==> config.mk <==
export PLATFORM = sky130hd
export DESIGN_NAME = mouse_cell_editor
export DESIGN_NICKNAME = d
export VERILOG_FILES = /design/src/rtl/mouse_cell_editor.sv
export SDC_FILE = /design/constraint.sdc
export NUM_CORES = 1
export LEC_CHECK = 0
export CORE_MARGIN = 8
export CORE_UTILIZATION = 51
export DETAILED_ROUTE_END_ITERATION = 10
export PLACE_DENSITY = 0.78
export SETUP_SLACK_MARGIN = 0.3
export SLEW_MARGIN = 25
export SYNTH_ARGS = -nofsm -noshare
export SYNTH_HDL_FRONTEND = slang
export SYNTH_SLANG_ARGS = --single-unit
==> constraint.sdc <==
create_clock -name clock -period 3.1 [get_ports clock]
set_clock_uncertainty 0.2 [all_clocks]
set_input_delay 0.62 -clock clock [delete_from_list [all_inputs] [get_ports clock]]
set_output_delay 0.62 -clock clock [all_outputs]
set_load 0.02 [all_outputs]
==> src/rtl/mouse_cell_editor.sv <==
`default_nettype none
// ============================================================================
// Module  : mouse_cell_editor
// Purpose : Turns mouse click levels into handshaked board edit commands
//           (toggle / drag-paint) and right clicks into single step pulses.
// Revision: 1.0
// ============================================================================
module mouse_cell_editor #(
    parameter int BOARD_HEIGHT   = 5,
    parameter int BOARD_LENGTH   = 5,
    parameter int NUM_CELLS      = BOARD_HEIGHT * BOARD_LENGTH,
    parameter int HOLDOFF_CYCLES = 16
) (
    input  logic        clock,
    input  logic        resetn,
    input  logic        edit_enable,
    input  logic        left_click,
    input  logic        right_click,
    input  logic [10:0] mouse_cell,
    input  logic        board_busy,
    input  logic        edit_ack,
    output logic        edit_valid,
    output logic [10:0] edit_cell,
    output logic [1:0]  edit_op,
    output logic        step_pulse
);

    localparam int                  c_cnt_w     = $clog2(HOLDOFF_CYCLES + 1);
    localparam logic [10:0]         c_num_cells = 11'(NUM_CELLS);
    localparam logic [c_cnt_w-1:0]  c_holdoff   = c_cnt_w'(HOLDOFF_CYCLES);
    localparam logic [c_cnt_w-1:0]  c_cnt_one   = c_cnt_w'(1);
    localparam logic [1:0]          c_op_toggle = 2'b11;
    localparam logic [1:0]          c_op_set    = 2'b01;

    typedef enum logic [2:0] {
        S_IDLE    = 3'd0,
        S_PEND    = 3'd1,
        S_ISSUE   = 3'd2,
        S_DRAG    = 3'd3,
        S_HOLDOFF = 3'd4
    } state_t;

    state_t               r_state;
    state_t               w_state_nxt;
    logic                 r_l_q;
    logic                 r_l_prev;
    logic                 r_r_q;
    logic                 r_r_prev;
    logic [10:0]          r_cell_q;
    logic [c_cnt_w-1:0]   r_cnt;
    logic [c_cnt_w-1:0]   w_cnt_nxt;
    logic                 r_valid;
    logic                 w_valid_nxt;
    logic [10:0]          r_cell;
    logic [10:0]          w_cell_nxt;
    logic [1:0]           r_op;
    logic [1:0]           w_op_nxt;
    logic                 r_step;
    logic                 w_step_nxt;

    logic w_l_rise;
    logic w_r_rise;
    logic w_in_range;
    logic w_xfer;

    assign w_l_rise   = r_l_q & ~r_l_prev;
    assign w_r_rise   = r_r_q & ~r_r_prev;
    assign w_in_range = (r_cell_q < c_num_cells);
    assign w_xfer     = r_valid & edit_ack;

    always_ff @(posedge clock or negedge resetn) begin
        if (!resetn) begin
            r_state  <= S_IDLE;
            r_l_q    <= 1'b0;
            r_l_prev <= 1'b0;
            r_r_q    <= 1'b0;
            r_r_prev <= 1'b0;
            r_cell_q <= '0;
            r_cnt    <= '0;
            r_valid  <= 1'b0;
            r_cell   <= '0;
            r_op     <= 2'b00;
            r_step   <= 1'b0;
        end else begin
            r_state  <= w_state_nxt;
            r_l_q    <= left_click;
            r_l_prev <= r_l_q;
            r_r_q    <= right_click;
            r_r_prev <= r_r_q;
            r_cell_q <= mouse_cell;
            r_cnt    <= w_cnt_nxt;
            r_valid  <= w_valid_nxt;
            r_cell   <= w_cell_nxt;
            r_op     <= w_op_nxt;
            r_step   <= w_step_nxt;
        end
    end

    // r_cell doubles as the last issued cell while dragging.
    always_comb begin
        w_state_nxt = r_state;
        w_cnt_nxt   = r_cnt;
        w_valid_nxt = 1'b0;
        w_cell_nxt  = r_cell;
        w_op_nxt    = r_op;
        w_step_nxt  = 1'b0;
        case (r_state)
            S_IDLE: begin
                if (w_l_rise && edit_enable && w_in_range) begin
                    w_cell_nxt  = r_cell_q;
                    w_op_nxt    = c_op_toggle;
                    w_state_nxt = board_busy ? S_PEND : S_ISSUE;
                end else if (w_r_rise && !r_l_q) begin
                    w_step_nxt = 1'b1;
                end
            end
            S_PEND: begin
                if (!board_busy) begin
                    w_state_nxt = S_ISSUE;
                end
            end
            S_ISSUE: begin
                // Offer starts one clock after entry and holds until accepted.
                if (w_xfer) begin
                    if (r_l_q && edit_enable) begin
                        w_state_nxt = S_DRAG;
                    end else begin
                        w_state_nxt = S_HOLDOFF;
                        w_cnt_nxt   = c_holdoff;
                    end
                end else begin
                    w_valid_nxt = 1'b1;
                end
            end
            S_DRAG: begin
                if (!r_l_q || !edit_enable) begin
                    w_state_nxt = S_HOLDOFF;
                    w_cnt_nxt   = c_holdoff;
                end else if ((r_cell_q != r_cell) && w_in_range) begin
                    w_cell_nxt  = r_cell_q;
                    w_op_nxt    = c_op_set;
                    w_state_nxt = board_busy ? S_PEND : S_ISSUE;
                end
            end
            S_HOLDOFF: begin
                w_cnt_nxt = r_cnt - c_cnt_one;
                if (r_cnt <= c_cnt_one) begin
                    w_state_nxt = S_IDLE;
                end
            end
            default: begin
                w_state_nxt = S_IDLE;
            end
        endcase
    end

    assign edit_valid = r_valid;
    assign edit_cell  = r_cell;
    assign edit_op    = r_op;
    assign step_pulse = r_step;

endmodule
`default_nettype wire
==> results.yml <==
critical_path:
  reg2regPathDepth: 5
  worstPathRequired_ns: 3.15
  r2r_setup_slack_ns: 0.62
  end_kind: "flop"
  cp_max_fo: 3
  cp_slowest_stage_delay_ns: 0.57
  worstSetupPathType: "reg2reg"
  critPathArrivalTime_ns: 2.53
  crit_slowest_cell: "or4_4"
  r2r_end: "r_state[1]"
  crit_chain: "or4_4, o41ai_4, o2111ai_2, a41oi_2, mux2_1"
  reg2reg_from: "r_cell_q[5]"
  start_kind: "flop"
floorplanning:
  design.die.area_um2: 5590
  die_h_um: 74.8
  io_pins: 33
  core_area_um2: 3340
  die_w_um: 74.8
  initial_core_util_pct: 52.8
  rows: 21
global_route:
  overflow: 0
  grt_pass1_vias: 1331
  grt_pass1_wl_um: 6230
  track_usage_pct: 14.7
  grt_max_degree: 39
  antenna_found_initial: 0
timing:
  slew_viol_final: 0
  fmax_mhz: 403
  period_minus_slack_ns: 2.48
  worst_pin_slew_ns: 0.818
  maxSlewHeadroom_pct: 45.5
  hold_viol: 0
  fin_tns_setup_ns: 0
  finalCritPeriodShare_pct: 80.0
  setup_ws_ns: 0.621
  rsz0062_at_grt: "no"
  setup_viol: 0
drt:
  antenna_left: 0
  met1_length_um: 1640
  wl_met3_um: 201
  wl_um: 3710
  drcViolationCount: 0
  post_drt_wl_per_cell_um: 15.4
  routed.top_layer: "met4"
  met2_length_um: 1790
  dr.pass1.iters: 4
  drtIter0Drc: 88
  vias: 1319
  routed_via_density: 5.50
clocking:
  cts_setup_buffers: 0
  cts-root-buf: "clkbuf_4"
  htreeDepth: 2
  ctsHoldBuffers: 0
  cts_tree: "yes"
  clk_latency_ns: 0.35
  clk_pin_slew_ns: 0.12
  cts.sinks: 38
  cts_buffer_depth: 2
  cts_buffers: 5
  ctsResizeCount: 0
synthesis:
  ys_seq_area_share_pct: 54.0
  ys_ff_latch: 38
  ys_async_sr_fraction_pct: 100
  ys.warnings.count: 0
  yosysTopAreaCellShare_pct: 54.0
  synth.distinct_cells: 43
  synth_area_leader_cell: "dfrtp_1"
  postSynthCellCount: 158
  synth_edf_count: 0
  syn_area_um2: 1760
  synth-main-ff-cell: "dfrtp_1"
  syn_nets: 178
  avgSynthCellArea_um2: 11.1
  synth_area_leaders: "dfrtp_1 54%, xnor2_1 5.5%, nand2_1 3.2%"
cells_and_area:
  area_delta_synth_final_pct: 25.0
  num_antenna_cells: 0
  drive_above_1_share_pct: 10.3
  finalNetCount: 213
power_and_ir_drop:
  p_leak_nw: 0.903
  vdd_drop_max_mv: 0.454
  p_per_area_nw_per_um2: 823
placement:
  place_congestion: 0.830
  port_buffers: 32
  dp_hpwl_um: 2760
  dp_slack_ns: 0.449
min_path:
  hold_class: "in2async"
job:
  drv_cap: 0
run_status:
  status: "complete, no violations"
flip-flops by register name (all words and copies together), names as in the netlist:
name / flops
r_r_q: 1
r_state: 3
r_l_q: 1
r_l_prev: 1
step_pulse: 1
edit_op: 2
r_cell_q: 11
r_cnt: 5
edit_cell: 11
edit_valid: 1
r_r_prev: 1
cell families (layout without fill, tap and decap cells):
logic type | count (synthesis) | in the layout | synth area share (%)
AND/OR/NAND/NOR | 58 | 58 | 18.2
flip-flops | 38 | 38 | 54.0
AO/OA/AOI/OAI | 35 | 35 | 16.1
XOR/XNOR | 13 | 13 | 6.47
buffers and inverters | 10 | 46 | 2.56
adder cells (fa/ha/maj) | 2 | 2 | 1.42
multiplexers | 2 | 2 | 1.28
cell usage after synthesis (2+ instances only):
master / number
dfrtp_1: 38
nand2_1: 15
xnor2_1: 11
a21oi_1: 7
nor2_1: 7
or3_1: 7
a21boi_1: 6
and3_1: 5
nand3_1: 5
o211ai_1: 5
inv_1: 4
clkbuf_1: 3
nand4_1: 3
nor3_1: 3
nor3_2: 3
a21o_1: 2
a32oi_1: 2
buf_4: 2
ha_1: 2
mux2_1: 2
nand2b_1: 2
o21ai_0: 2
xor2_1: 2
final cells by class:
cell class                      count  area [um2]
Tap cell                           46        57.6
Timing Repair Buffer               34         330
Clock buffer                        5        37.5
Clock inverter                      3        45.0
Multi-Input combinational cell    110         764
Inverter                            4        15.0
Sequential cell                    38         951
Fill cell                         256        1140
placed cells by master (no fill, tap or decap), types with 2 or more instances in the layout:
| master | n |
|---|---|
| nor3_1 | 3 |
| xor2_1 | 2 |
| nor2_1 | 7 |
| clkinvlp_4 | 2 |
| buf_4 | 2 |
| clkdlybuf4s50_1 | 31 |
| ha_1 | 2 |
| a21o_1 | 2 |
| mux2_1 | 2 |
| clkbuf_4 | 5 |
| o21ai_0 | 2 |
| nor3_2 | 3 |
| and3_1 | 5 |
| a21boi_1 | 6 |
| dfrtp_1 | 38 |
| o211ai_1 | 5 |
| inv_1 | 4 |
| a21oi_1 | 7 |
| nand3_1 | 5 |
| xnor2_1 | 11 |
| a32oi_1 | 2 |
| nand2_1 | 15 |
| nand2b_1 | 2 |
| nand4_1 | 3 |
| or3_1 | 7 |
metrics by stage:
step           util [%]  instances  cell area (um2)  total power, mW  hold slack, ns
2_1_floorplan         -        158             1760             1.25           0.124
3_3_place_gp       63.5        232             2120             1.44           0.160
3_5_place_dp       63.5        232             2120             1.48           0.163
4_1_cts            66.0        240             2200             1.82           0.167
5_1_grt            66.0        240             2200             1.94           0.200
6_report           66.0        240             2200             1.81           0.145
worst max-delay path: cells and delay by family, from the launching register on:
| kind | cells | cell delay (ns) |
|---|---|---|
| AO/OA/AOI/OAI | 3 | 0.83 |
| AND/OR/NAND/NOR | 1 | 0.57 |
| flip-flops | 1 | 0.41 |
| multiplexers | 1 | 0.36 |
how the worst max path moves through the flow:
| stage | cells after the start | startpoint | slack (ns) | to |
|---|---|---|---|---|
| 2_1_floorplan | 5 | r_cell_q[5] | 0.77 | r_state[0] |
| 3_3_place_gp | 6 | edit_enable | 0.51 | r_cnt[4] |
| 3_5_place_dp | 6 | edit_enable | 0.45 | r_cnt[4] |
| 4_1_cts | 5 | r_cell_q[5] | 0.61 | r_state[1] |
| 5_1_grt | 5 | r_cell_q[5] | 0.54 | r_state[0] |
| 6_report | 5 | r_cell_q[5] | 0.62 | r_state[1] |
metal layers:
| layer | vias to the layer above | GRT usage [%] |
|---|---|---|
| met5 | - | 0 |
| met1 | 639 | 17.9 |
| met2 | 35 | 23.1 |
| met3 | 7 | 4.66 |
| li1 | 638 | - |
| met4 | 0 | 7.17 |
where the power goes:
part | leakage [nW] | switching [mW] | internal (mW) | total [mW]
Clock | 0.0374 | 0.171 | 0.169 | 0.340
Combinational | 0.405 | 0.407 | 0.337 | 0.744
Sequential | 0.460 | 0.131 | 0.596 | 0.727
Total | 0.903 | 0.710 | 1.10 | 1.81
Note: power is estimated with default switching activity, not from simulation.
